[src/rtl/uart_pkg.sv]
// Shared UART definitions: receiver state encoding and default frame geometry,
// also used by the baud generator.
package uart_pkg;

  localparam int UART_OVERSAMPLE = 16;
  localparam int UART_DATA_BITS  = 8;

  typedef enum logic [2:0] {
    IDLE    = 3'd0,
    START   = 3'd1,
    DATA    = 3'd2,
    STOP    = 3'd3,
    RECOVER = 3'd4
  } rx_state_t;

endpackage

[src/rtl/uart_rx_if.sv]
// Receiver-side bundle: line and tick in, byte and strobes out, FSM state for observation.
// Handshake: rx_done is a valid-only pulse with no ready; a consumer that misses it loses the byte.
interface uart_rx_if
  import uart_pkg::*;
#(
  parameter int DATA_BITS = UART_DATA_BITS
);
  logic                 tick;
  logic                 rx;
  logic [DATA_BITS-1:0] rx_data;
  logic                 rx_done;
  logic                 frame_err;
  rx_state_t            state;

  modport master (
    output tick, rx,
    input  rx_data, rx_done, frame_err, state
  );

  modport slave (
    input  tick, rx,
    output rx_data, rx_done, frame_err, state
  );
endinterface

[src/rtl/uart_rx_sync.sv]
// Two-flop synchronizer for an asynchronous level input; resets to 1 so an idle-high line
// reads idle during and right after reset.
module uart_rx_sync (
  input  logic clk,
  input  logic rst_n,
  input  logic d,
  output logic q
);
  logic meta;

  always_ff @(posedge clk or negedge rst_n) begin
    if (!rst_n) begin
      meta <= 1'b1;
      q    <= 1'b1;
    end else begin
      meta <= d;
      q    <= meta;
    end
  end
endmodule

[src/rtl/uart_rx.sv]
// 8N1 UART receiver: oversampled start-bit qualification, 3-sample majority per bit,
// one-cycle rx_done / frame_err strobes, and break recovery.
module uart_rx
  import uart_pkg::*;
#(
  parameter int OVERSAMPLE = UART_OVERSAMPLE,
  parameter int DATA_BITS  = UART_DATA_BITS
) (
  input logic      clk,
  input logic      rst_n,
  uart_rx_if.slave bus
);
  localparam int CW = $clog2(OVERSAMPLE);
  localparam int BW = $clog2(DATA_BITS) + 1;

  localparam logic [CW-1:0] CNT_MID   = CW'(OVERSAMPLE/2 - 1);
  localparam logic [CW-1:0] CNT_S0    = CW'(OVERSAMPLE - 3);
  localparam logic [CW-1:0] CNT_S1    = CW'(OVERSAMPLE - 2);
  localparam logic [CW-1:0] CNT_LAST  = CW'(OVERSAMPLE - 1);
  localparam logic [BW-1:0] BIT_LAST  = BW'(DATA_BITS - 1);

  logic                 rx_s;
  rx_state_t            state;
  logic [CW-1:0]        cnt;
  logic [BW-1:0]        bit_idx;
  logic [DATA_BITS-1:0] shift;
  logic                 s0, s1;
  logic [DATA_BITS-1:0] data_q;
  logic                 done_q;
  logic                 err_q;
  logic                 maj;

  uart_rx_sync u_sync (
    .clk   (clk),
    .rst_n (rst_n),
    .d     (bus.rx),
    .q     (rx_s)
  );

  // The third sample is the live rx_s on the final tick of the bit.
  assign maj = (s0 & s1) | (s0 & rx_s) | (s1 & rx_s);

  always_ff @(posedge clk or negedge rst_n) begin
    if (!rst_n) begin
      state   <= IDLE;
      cnt     <= '0;
      bit_idx <= '0;
      shift   <= '0;
      s0      <= 1'b0;
      s1      <= 1'b0;
      data_q  <= '0;
      done_q  <= 1'b0;
      err_q   <= 1'b0;
    end else begin
      done_q <= 1'b0;
      err_q  <= 1'b0;
      if (bus.tick) begin
        case (state)
          IDLE: begin
            if (!rx_s) begin
              state <= START;
              cnt   <= '0;
            end
          end
          START: begin
            if (cnt == CNT_MID) begin
              cnt <= '0;
              if (!rx_s) begin
                bit_idx <= '0;
                state   <= DATA;
              end else begin
                state <= IDLE;
              end
            end else begin
              cnt <= cnt + 1'b1;
            end
          end
          DATA: begin
            if (cnt == CNT_S0) s0 <= rx_s;
            if (cnt == CNT_S1) s1 <= rx_s;
            if (cnt == CNT_LAST) begin
              shift   <= {maj, shift[DATA_BITS-1:1]};
              cnt     <= '0;
              bit_idx <= bit_idx + 1'b1;
              if (bit_idx == BIT_LAST) state <= STOP;
            end else begin
              cnt <= cnt + 1'b1;
            end
          end
          STOP: begin
            if (cnt == CNT_S0) s0 <= rx_s;
            if (cnt == CNT_S1) s1 <= rx_s;
            if (cnt == CNT_LAST) begin
              cnt <= '0;
              if (maj) begin
                data_q <= shift;
                done_q <= 1'b1;
                state  <= IDLE;
              end else begin
                err_q <= 1'b1;
                state <= RECOVER;
              end
            end else begin
              cnt <= cnt + 1'b1;
            end
          end
          RECOVER: begin
            // Wait out a held-low break so it is not decoded as a stream of zero bytes.
            if (rx_s) state <= IDLE;
          end
          default: state <= IDLE;
        endcase
      end
    end
  end

  assign bus.rx_data   = data_q;
  assign bus.rx_done   = done_q;
  assign bus.frame_err = err_q;
  assign bus.state     = state;
endmodule

[src/flat_wrapper.sv]
// flat-port wrapper written by rule: the top's interface ports become plain ports
module uart_rx_flat import uart_pkg::*;
#(
  parameter int OVERSAMPLE = UART_OVERSAMPLE,
  parameter int DATA_BITS  = UART_DATA_BITS
)
  (clk, rst_n, bus_tick, bus_rx, bus_rx_data, bus_rx_done, bus_frame_err, bus_state);
  uart_rx_if #(.DATA_BITS(DATA_BITS)) bus_i ();
  input logic clk;
  input logic rst_n;
  input wire logic [$bits(bus_i.tick)-1:0] bus_tick;
  input wire logic [$bits(bus_i.rx)-1:0] bus_rx;
  output wire logic [$bits(bus_i.rx_data)-1:0] bus_rx_data;
  output wire logic [$bits(bus_i.rx_done)-1:0] bus_rx_done;
  output wire logic [$bits(bus_i.frame_err)-1:0] bus_frame_err;
  output wire logic [$bits(bus_i.state)-1:0] bus_state;
  assign bus_i.tick = bus_tick;
  assign bus_i.rx = bus_rx;
  assign bus_rx_data = bus_i.rx_data;
  assign bus_rx_done = bus_i.rx_done;
  assign bus_frame_err = bus_i.frame_err;
  assign bus_state = bus_i.state;
  uart_rx #(.OVERSAMPLE(OVERSAMPLE), .DATA_BITS(DATA_BITS)) u_core (.clk(clk), .rst_n(rst_n), .bus(bus_i));
endmodule
[config.mk]
export PLATFORM = sky130hd
export DESIGN_NAME = uart_rx_flat
export DESIGN_NICKNAME = d
export VERILOG_FILES = /design/src/rtl/uart_pkg.sv /design/src/rtl/uart_rx_if.sv /design/src/rtl/uart_rx_sync.sv /design/src/rtl/uart_rx.sv /design/src/flat_wrapper.sv
export SDC_FILE = /design/constraint.sdc
export NUM_CORES = 1
export LEC_CHECK = 0
export ABC_CLOCK_PERIOD_IN_PS = 2200
export CORE_MARGIN = 4
export CORE_UTILIZATION = 40
export CTS_CLUSTER_DIAMETER = 150
export DETAILED_ROUTE_END_ITERATION = 16
export GPL_TIMING_DRIVEN = 0
export PLACE_DENSITY = 0.64
export SLEW_MARGIN = 5
export SYNTH_ARGS = -nofsm -noshare
export SYNTH_HDL_FRONTEND = slang
export SYNTH_SLANG_ARGS = --single-unit
[constraint.sdc]
create_clock -name clk -period 2.2 [get_ports clk]
set_clock_uncertainty 0.2 [all_clocks]
set_input_delay 0.22 -clock clk [delete_from_list [all_inputs] [get_ports clk]]
set_output_delay 0.22 -clock clk [all_outputs]
set_load 0.05 [all_outputs]
**Yosys cells after proc, flatten, opt, wreduce, memory -nomap -nowiden**

Cells that the tools add are included.

- Bits in registers: 33
- Input port bits: 4

- $add $sub $neg: 2
- Equality and inequality tests: 16
- Muxes and demuxes: 24
- Bitwise gates (word level): 5
- Reduce and logical (&&, ||, !) cells: 11

Operator list:

| kind | count |
|---|---|
| $mux W3 | 7 |
| $mux W4 | 5 |
| $pmux W3 S5 | 1 |
| $eq A4 B4 Y1 const B | 3 |
| $pmux W4 S3 | 1 |
| $reduce_and A3 Y1 | 4 |
| $add A4 B1 Y4 const B | 2 |
| $eq A4 B3 Y1 const B | 2 |
| $mux W1 | 8 |
| $ne A2 B1 Y1 const B | 4 |
| $pmux W4 S2 | 1 |
| $reduce_and A7 Y1 | 1 |
| $eq A3 B2 Y1 const B | 2 |
| $ne A2 B2 Y1 const B | 3 |
| $reduce_and A5 Y1 | 1 |
| $reduce_and A4 Y1 | 1 |
| $and A1 B1 Y1 | 3 |
| $eq A3 B1 Y1 const B | 1 |
| $eq A3 B3 Y1 const B | 1 |
| $logic_not A3 Y1 | 1 |
| $reduce_bool A3 Y1 | 1 |
| $mux W2 | 1 |
| $or A1 B1 Y1 | 2 |
| $reduce_bool A2 Y1 | 1 |
| $reduce_or A2 Y1 | 1 |

**Longest topological paths before layout**

Gate-level depths: netlist of the first run.

- Depth in word-level cells: 7
- Depth in mapped cells: 6

**Cells and area by module**

From an unflattened synthesis of the first run, not the netlist that was laid out.

- Cells, all modules: 133
- Area, all modules: 1604.0 µm²

By module, submodules not included:

| module | instances | cells an instance | area each (µm²) | sequential area each (µm²) |
|---|---|---|---|---|
| uart_rx | 1 | 131 | 1551.5 | 775.7 |
| uart_rx_sync | 1 | 2 | 52.6 | 52.6 |

**Least setup slack after synthesis of the first run**

OpenSTA, ideal clock, no wires.

- Kind: register to register
- Start point: reg u_core.state[0] (netlist: u_core.bus.state[0])
- End point: reg u_core.shift[2]
- Setup time: 0.125 ns
- Data arrival time: 1.926 ns
- Required time: 1.875 ns
- Slack: -0.051 ns
- Cell stages (with the launch flop): 7
- Path buffers: 2
- Period minus slack after synthesis: 2.251 ns
- Cells stage by stage: dfrtp_1 buf_2 nor4b_4 o2111ai_2 or2_4 buf_6 mux2_4

- Word-level cells in the longest chain between the ends: 2

RTL lines:

| element | RTL line | RTL |
|---|---|---|
| start, declared | uart_rx.sv:23 | `rx_state_t state;` |
| start signal, assigned | uart_rx.sv:45 | `state <= IDLE;` |
| start signal, assigned | uart_rx.sv:61 | `state <= START;` |
| start signal, assigned | uart_rx.sv:70 | `state <= DATA;` |
| $eq A3 B2 Y1 | uart_rx.sv:58 | `case (state)` |
| $reduce_and A3 Y1 (no source line) | - |  |
| end signal, assigned | uart_rx.sv:82 | `shift <= {maj, shift[DATA_BITS-1:1]};` |
| end, declared | uart_rx.sv:26 | `logic [DATA_BITS-1:0] shift;` |

No other way between the ends.
A chain may end at the register's enable or synchronous reset.

**Worst setup path after layout of the first run**

- Start point: reg u_core.state[0] (netlist: u_core.bus.state[0])
- End point: reg u_core.shift[5]

The elaborated chain is that of the path after synthesis.

==> results.txt, run 1 <==
Status -> completed
Final period util -> 94.85%
Final Hold Fails -> 0
Hold Path End -> u_core.u_sync.meta
First-pass GRT wire length -> 4809 um
Net Sw Power -> 0.5544 mW
Crit path DAT -> 2050 ps
CP max stage delay -> 400 ps
Util after Layout -> 50.17%
Crit Reg-Reg Endpoint -> u_core.shift[5]
RSZ-0062 raised after global routing -> no
Clk_lat worst skew -> 280 ps
Fmax -> 479.2 MHz
Post-synthesis cell count -> 126
Cts bufs inserted -> 5
Largest net degree at the start of global routing -> 34
Total power -> 1.655 mW
Cell area after synthesis -> 1555 sq um
Place WS -> -107.2 ps
PwrDens -> 887.9 nW/um^2
Routed WL per cell -> 13.60 um
Die H -> 70.36 um
Worst r2r src -> u_core.bus.state[0]
R2R cell count -> 6
DRT Pass-1 Iters -> 4
DIE AREA -> 4950 sq um
Diode count -> 0
Routability cong. -> 0.8206
CTS root buf -> clkbuf_8
Warnings, synthesis -> 0
Leak pwr -> 0.8896 nW
CTS tree -> done
Nets -> 158
CTS resizes -> 0
Post-route insts no fill -> 199
Final Max Slew Viols -> 0
GRT Total Usage -> 12.54%
I/O pins -> 17
Hold_sp -> bus_rx
DP Wirelength -> 1882 um
CP cell instances -> buf_2 > and3b_1 > o2111ai_2 > or2_4 > buf_6 > mux2_4
Crit Path Class -> reg -> reg
Slowest CP cell -> dfrtp_2
Max clock buf depth -> 2
Vias post-DR -> 1004
Clk pin slew, worst setup/hold paths -> 60 ps
Post-Syn Nets -> 134
Starting Density -> 41.85%
H-tree lvl count -> 2
Port Buf Inserts -> 16
DRC viols -> 0
Grt ovf -> 0
Crit path max fanout -> 10
Final setup violation count -> 0
Avg Cell Area, Syn -> 12.34 sq um
Synth top area cells -> dfrtp_1 50%, mux2_2 9.4%, mux2_4 5.8%
CP endpoint kind -> register
Hold slack final -> 145.0 ps
Switch share -> 33.49%
Placed Cells incl. Taps -> 190
Yosys top cell by area -> dfrtp_1
Vias in the first global route -> 1026
Relative slew slack -> 51.00%
Maximum vdd drop -> 0.3232 mV
Yosys cell types -> 36
Part of the power in registers -> 44.5%
HP Class -> in -> reg
Via density -> 5.045
Filler cells -> 330
Fin crit period -> 2087 ps
Combinational power share -> 29.8%
Worst Max-Slew Pin Slew -> 735.0 ps
Hold Path Depth -> 1
Worst EP required -> 2160 ps
First DRT Iteration DRCs -> 111
Core ar. -> 3716 sq um
Die W -> 70.36 um
Max Cap Viol -> 0
Internal reg-to-reg setup slack -> 110 ps
Top cell type's share of synthesized area -> 49.88%
CTS sink count -> 33
Fin worst setup slack -> 113.2 ps
Post-Route WL -> 2706 um
Internal power -> 1.101 mW
Startpoint Class -> register
Routed Antenna Nets -> 0
Fraction of layout cells with a size suffix above 1 -> 25.17%
Initial antenna violation count -> 0
Seq cells post-synth -> 33
Layout area overhead -> 19.87%
Clock Power Share -> 25.7%
Register area share after synthesis -> 53.26%
Row count -> 22
==> synth_stat cells <==
| cell | number |
|---|---|
| buf_2 | 3 |
| o31ai_1 | 3 |
| and3_1 | 1 |
| and2_1 | 1 |
| nand2_1 | 6 |
| clkbuf_1 | 1 |
| a211oi_1 | 1 |
| and3b_1 | 1 |
| nand4_1 | 3 |
| nor3_1 | 3 |
| o41ai_1 | 1 |
| nand3_1 | 3 |
| nand2b_1 | 2 |
| mux2_4 | 6 |
| a22o_1 | 1 |
| nor2_1 | 4 |
| and2b_1 | 2 |
| a31oi_1 | 1 |
| buf_6 | 2 |
| or2_4 | 1 |
| a2bb2oi_1 | 1 |
| o2111ai_2 | 1 |
| nand4b_1 | 1 |
| maj3_1 | 1 |
| mux2_2 | 13 |
| a21oi_1 | 3 |
| a21o_1 | 2 |
| xnor2_1 | 2 |
| nand3b_1 | 1 |
| or3b_1 | 1 |
| inv_1 | 7 |
| o21ai_0 | 9 |
| ha_1 | 4 |
| nor4b_4 | 1 |
| dfstp_2 | 2 |
| dfrtp_1 | 31 |
==> how the worst max path moves through the flow <==
stage                                    from         endpoint  slack [ps]
final                     u_core.bus.state[0]  u_core.shift[5]         110
after global routing      u_core.bus.state[0]  u_core.shift[5]          20
after CTS                 u_core.bus.state[0]  u_core.shift[5]         120
after detailed placement             bus_tick  u_core.shift[5]        -110
after global placement               bus_tick  u_core.shift[5]         -60
after floorplan           u_core.bus.state[1]  u_core.shift[2]          60
==> cell type report <==
| class | count | area [sq um] | area share [%] |
|---|---|---|---|
| repair buffers | 17 | 165.2 | 8.859 |
| clock inverters | 2 | 10.01 | 0.5369 |
| flip-flops and latches | 33 | 829.5 | 44.50 |
| inverters | 7 | 26.28 | 1.409 |
| multi-input cells | 80 | 659.4 | 35.37 |
| clock buffers | 6 | 72.57 | 3.893 |
| well taps | 48 | 60.06 | 3.221 |
| plain buffers | 6 | 41.29 | 2.215 |
==> metrics by stage <==
step	TNS [ps]	area [sq um]
4_1_cts	0	1864
3_3_place_gp	-354.6	1777
5_1_grt	0	1864
2_1_floorplan	0	1556
3_5_place_dp	-593.8	1772
6_report	0	1864
==> power by group through the flow <==
stage / logic [mW] / registers (mW) / clock network (mW)
6_report: 0.493 / 0.737 / 0.425
5_1_grt: 0.542 / 0.746 / 0.469
4_1_cts: 0.496 / 0.736 / 0.443
3_5_place_dp: 0.489 / 0.747 / 0
3_3_place_gp: 0.477 / 0.743 / 0
2_1_floorplan: 0.318 / 0.795 / 0
==> layer usage <==
metal / wire [um] / vias to the layer above / track usage [%]
li1: - / 495 / -
met1: 1250 / 483 / 14.99
met2: 1297 / 20 / 20.17
met3: 91 / 6 / 3.022
met4: 66 / 0 / 7.660
met5: 0 / - / 0
==> worst max-delay path: cells and delay by family, from the launching register on <==
kind / cells / cell delay, ps
compound gates: 1 / 200
flops: 1 / 400
mux: 1 / 300
buf+inv: 2 / 330
simple gates: 2 / 530
==> placed cells by master, fill, tap and decap left out, drive strengths merged, types with 3 or more instances in the layout <==
master         Yosys  layout
clkdlybuf4s50      0      15
clkbuf             1       7
buf                5       6
a21oi              3       3
nor3               3       3
nand3              3       3
ha                 4       4
nor2               4       4
o31ai              3       3
inv                7       7
dfrtp             31      31
nand4              3       3
o21ai              9       9
nand2              6       6
mux2              19      19
==> registers in the layout, summed over array words and instances (netlist names) <==
register              flops
u_core.u_sync.q           1
u_core.shift              8
u_core.bus.rx_data        8
u_core.bus.frame_err      1
u_core.s1                 1
u_core.bus.rx_done        1
u_core.bit_idx            4
u_core.s0                 1
u_core.cnt                4
u_core.u_sync.meta        1
u_core.bus.state          3
==> cells by family (layout without fill, tap and decap cells) <==
kind of cell	after synthesis	in the layout	synth area share (%)
XOR/XNOR	2	2	1.127
AND/OR/NAND/NOR	31	31	12.39
flip-flops	33	33	53.26
multiplexers	19	19	15.21
buffers and inverters	13	38	4.344
adder cells (fa/ha/maj)	5	5	3.862
AO/OA/AOI/OAI	23	23	9.815
==> repair_timing <==
action,CTS,global route
endpoints found under the hold margin,31,0
setup buffers,0,0
hold buffers,1,0
setup endpoints to repair,0,0
No activity file was read; power rests on OpenSTA's default activity.
==> inputs of run 2 (changes only) <==
- REMOVE_ABC_BUFFERS: not set -> 1
==> results.txt, run 2 (synthesis results as in run 1) <==
Startpoint Class -> register
Final setup violation count -> 0
CP delay by family, top -> buffers and inverters
DP Wirelength -> 1892 um
Crit path max fanout -> 11
Routed WL per cell -> 14.09 um
Filler cells -> 334
Maximum vdd drop -> 0.5224 mV
CTS tree -> done
Slowest CP cell -> clkdlybuf4s50_1
H-tree lvl count -> 2
Area of the multi-input gates -> 659.4 sq um
Worst EP required -> 1780 ps
Initial antenna violation count -> 0
DRT Pass-1 Iters -> 4
RSZ-0062 raised after global routing -> no
Routability cong. -> 0.7622
CTS root buf -> clkbuf_8
Fmax -> 472.6 MHz
Cts bufs inserted -> 5
CP endpoint kind -> primary output
Die W -> 70.36 um
I/O pins -> 17
Relative slew slack -> 52.49%
Crit Path Class -> reg -> out
CP max stage delay -> 870 ps
Crit path DAT -> 1700 ps
Hold_sp -> bus_rx
Port Buf Inserts -> 16
HP Class -> in -> reg
Grt ovf -> 0
Status -> completed
Largest net degree at the start of global routing -> 34
Fin worst setup slack -> 83.87 ps
Fin crit period -> 2116 ps
Leak pwr -> 0.8829 nW
CTS sink count -> 33
Post-Route WL -> 2719 um
Die H -> 70.36 um
Final period util -> 96.19%
Register area -> 828.3 sq um
Max clock buf depth -> 2
First DRT Iteration DRCs -> 37
Critical Path Start -> u_core.bus.state[0]
Clk_lat worst skew -> 280 ps
Vias in the first global route -> 985
Most frequent cells in the layout -> 31 x dfrtp_1, 14 x clkdlybuf4s50_1, 13 x mux2_2, 9 x o21ai_0, 7 x inv_1
Place WS -> -12.33 ps
Commonest non-fill, non-tap cell in the layout -> dfrtp_1
Post-route insts no fill -> 193
DIE AREA -> 4950 sq um
Worst r2r src -> u_core.bus.state[1]
CP Buf/Inv Count -> 1
Final Max Slew Viols -> 0
Clk pin slew, worst setup/hold paths -> 60 ps
Hold slack final -> 139.9 ps
Worst Max-Slew Pin Slew -> 712.7 ps
Fraction of layout cells with a size suffix above 1 -> 22.07%
Routed Antenna Nets -> 0
Core ar. -> 3716 sq um
Row count -> 22
Placed Cells incl. Taps -> 184
Max Cap Viol -> 0
Via density -> 5.228
Layout area overhead -> 19.23%
Final setup TNS -> 0 ps
Nets -> 152
Final Hold Fails -> 0
CP cell instances -> clkdlybuf4s50_1
First-pass GRT wire length -> 4698 um
Post CTS Setup Buffer Count -> 0
GRT Total Usage -> 12.29%
Diode count -> 0
PwrDens -> 951.9 nW/um^2
Starting Density -> 41.85%
DRC viols -> 0
Vias post-DR -> 1009
[run 2: path summary, 6_finish.rpt]
kind | to | slack (ps) | depth (start not counted)
worst max-delay path | bus_state[0] | 80 | 1
worst min-delay path | u_core.u_sync.meta | 140 | 1
worst max register to register | u_core.shift[7] | 160 | 4
worst min register to register | u_core.u_sync.q | 150 | 0
max in group asynchronous | u_core.bus.rx_data[6] | 1020 | 2
min in group asynchronous | u_core.bus.state[2] | 330 | 2
[run 2: stage by stage]
step	utilization (%)	total power, mW	cell area, sq um
after floorplan	-	1.079	1514
after global placement	46.67	1.192	1734
after detailed placement	46.53	1.205	1729
after CTS	49.90	1.788	1854
after global routing	49.90	1.862	1854
final	49.90	1.765	1854
[run 2: layer usage]
metal	track usage, %	vias up	part of all wire [%]
met2	18.09	24	48
met1	15.80	494	44
met5	0	-	0
met4	6.383	0	2.4
met3	4.317	7	5.4
li1	-	484	-
[run 2: report_power, final]
group / switching (mW) / total [mW] / internal, mW
clock: 0.208 / 0.577 / 0.369
combinational: 0.206 / 0.380 / 0.174
sequential: 0.133 / 0.808 / 0.675
total: 0.547 / 1.77 / 1.22
[run 2: layout make-up]
class	count	area share, %
clock buffers	7	4.656
clock inverters	1	1.619
inverters	7	1.417
multi-input cells	80	35.56
flip-flops and latches	33	44.67
well taps	48	3.239
repair buffers	17	8.839
[run 2: repair_timing]
| action | in CTS | in global routing |
|---|---|---|
| hold endpoints to repair | 31 | 0 |
| gates resized for setup | 1 | 0 |
| hold buffers | 1 | 0 |
| setup endpoints to repair | 1 | 0 |
==> inputs of run 3 (changes only) <==
- ABC_CLOCK_PERIOD_IN_PS: 2200 -> 2700
- GPL_TIMING_DRIVEN: 0 -> 1
- clock period: 2.2 -> 2.7 ns (I/O delays scaled with it)
==> results.txt, run 3 (synthesis results as in run 1) <==
Clk_lat worst skew -> 290 ps
Grt ovf -> 0
Diode count -> 0
CTS root buf -> clkbuf_8
CP max stage delay -> 890 ps
H-tree lvl count -> 2
Status -> completed
Worst EP required -> 2230 ps
Leak pwr -> 0.8811 nW
Maximum vdd drop -> 0.4300 mV
Die H -> 70.36 um
CP cell instances -> clkdlybuf4s50_1
HP Class -> reg -> reg
DIE AREA -> 4950 sq um
CTS sink count -> 33
Fmax -> 438.0 MHz
Initial antenna violation count -> 0
Most frequent cells in the layout -> 31 x dfrtp_1, 16 x clkdlybuf4s50_1, 13 x mux2_2, 9 x o21ai_0, 7 x inv_1
Fraction of layout cells with a size suffix above 1 -> 22.07%
Max Cap Viol -> 0
CP Buf/Inv Count -> 1
Vias post-DR -> 1029
PwrDens -> 781.2 nW/um^2
Cts bufs inserted -> 5
Clk pin slew, worst setup/hold paths -> 70 ps
Post-Route WL -> 2664 um
Fin crit period -> 2283 ps
Starting Density -> 41.85%
GRT Total Usage -> 12.00%
Via density -> 5.332
Final setup TNS -> 0 ps
CP delay by family, top -> buffers and inverters
# hold bufs at CTS -> 0
CTS resizes -> 0
DRC viols -> 0
Routability cong. -> 0.8065
RSZ-0062 raised after global routing -> no
Crit path DAT -> 1810 ps
Die W -> 70.36 um
Total power -> 1.451 mW
Vias in the first global route -> 984
Final period util -> 84.56%
Post CTS Setup Buffer Count -> 0
Routed Antenna Nets -> 0
Port Buf Inserts -> 16
Final Max Slew Viols -> 0
Row count -> 22
Post-route insts no fill -> 193
Nets -> 152
Relative slew slack -> 65.70%
Crit Path Class -> reg -> out
Routed WL per cell -> 13.80 um
Critical Path Start -> u_core.bus.state[1]
First-pass GRT wire length -> 4547 um
Placed Cells incl. Taps -> 185
Commonest non-fill, non-tap cell in the layout -> dfrtp_1
Hold_sp -> u_core.u_sync.meta
Largest net degree at the start of global routing -> 34
Worst r2r src -> u_core.bus.state[1]
DP Wirelength -> 1892 um
Util after Layout -> 50.00%
CTS tree -> done
Slowest CP cell -> clkdlybuf4s50_1
Final setup violation count -> 0
First DRT Iteration DRCs -> 57
Hold slack final -> 156.7 ps
Filler cells -> 338
DRT Pass-1 Iters -> 4
Crit path max fanout -> 15
Final Hold Fails -> 0
CP endpoint kind -> primary output
Max clock buf depth -> 2
Layout area overhead -> 19.47%
Worst Max-Slew Pin Slew -> 512.8 ps
I/O pins -> 17
Startpoint Class -> register
Core ar. -> 3716 sq um
[run 3: through the flow]
| stage | setup slack [ps] | area [sq um] |
|---|---|---|
| finish | 416.8 | 1858 |
| global route | 359.3 | 1858 |
| CTS | 419.7 | 1858 |
| detailed placement | 468.1 | 1742 |
| global placement | 517.8 | 1742 |
| floorplan | 500.1 | 1514 |
[run 3: power breakdown]
part           switching (mW)  internal [mW]  total (mW)
Combinational           0.169          0.148       0.317
Sequential              0.109          0.550       0.659
Clock                   0.175          0.301       0.475
Total                   0.453          0.998        1.45
[run 3: worst paths after layout]
| check | endpoint | slack, ps | depth (start not counted) |
|---|---|---|---|
| setup / recovery | bus_state[1] | 420 | 1 |
| min in group asynchronous | u_core.bus.state[1] | 180 | 2 |
| setup reg to reg | u_core.shift[4] | 640 | 3 |
| max in group asynchronous | u_core.u_sync.q | 1780 | 2 |
| hold / removal | u_core.u_sync.q | 160 | 0 |
| hold reg to reg | u_core.u_sync.q | 160 | 0 |
[run 3: worst reg2reg max path, delay by kind of cell (launching register included)]
kind	cells	cell delay, ps
DFF	1	630
muxes	1	310
and+or+nand+nor	2	800
[run 3: area by class of cell]
class                   count  area [sq um]  share of cell area (%)
well taps                  48         60.06                   3.232
clock buffers               7         86.33                   4.646
inverters                   7         26.28                   1.414
multi-input cells          80         659.4                   35.49
clock inverters             1         30.03                   1.616
repair buffers             17         167.7                   9.024
flip-flops and latches     33         828.3                   44.58
[run 3: metal layers]
metal  GRT usage, %  vias to the layer above  share of wire, %
met5              0                        -                 0
met3          4.748                        7               6.6
met2          18.71                       26                49
met1          14.36                      515                42
li1               -                      481                 -
met4          5.745                        0               2.2
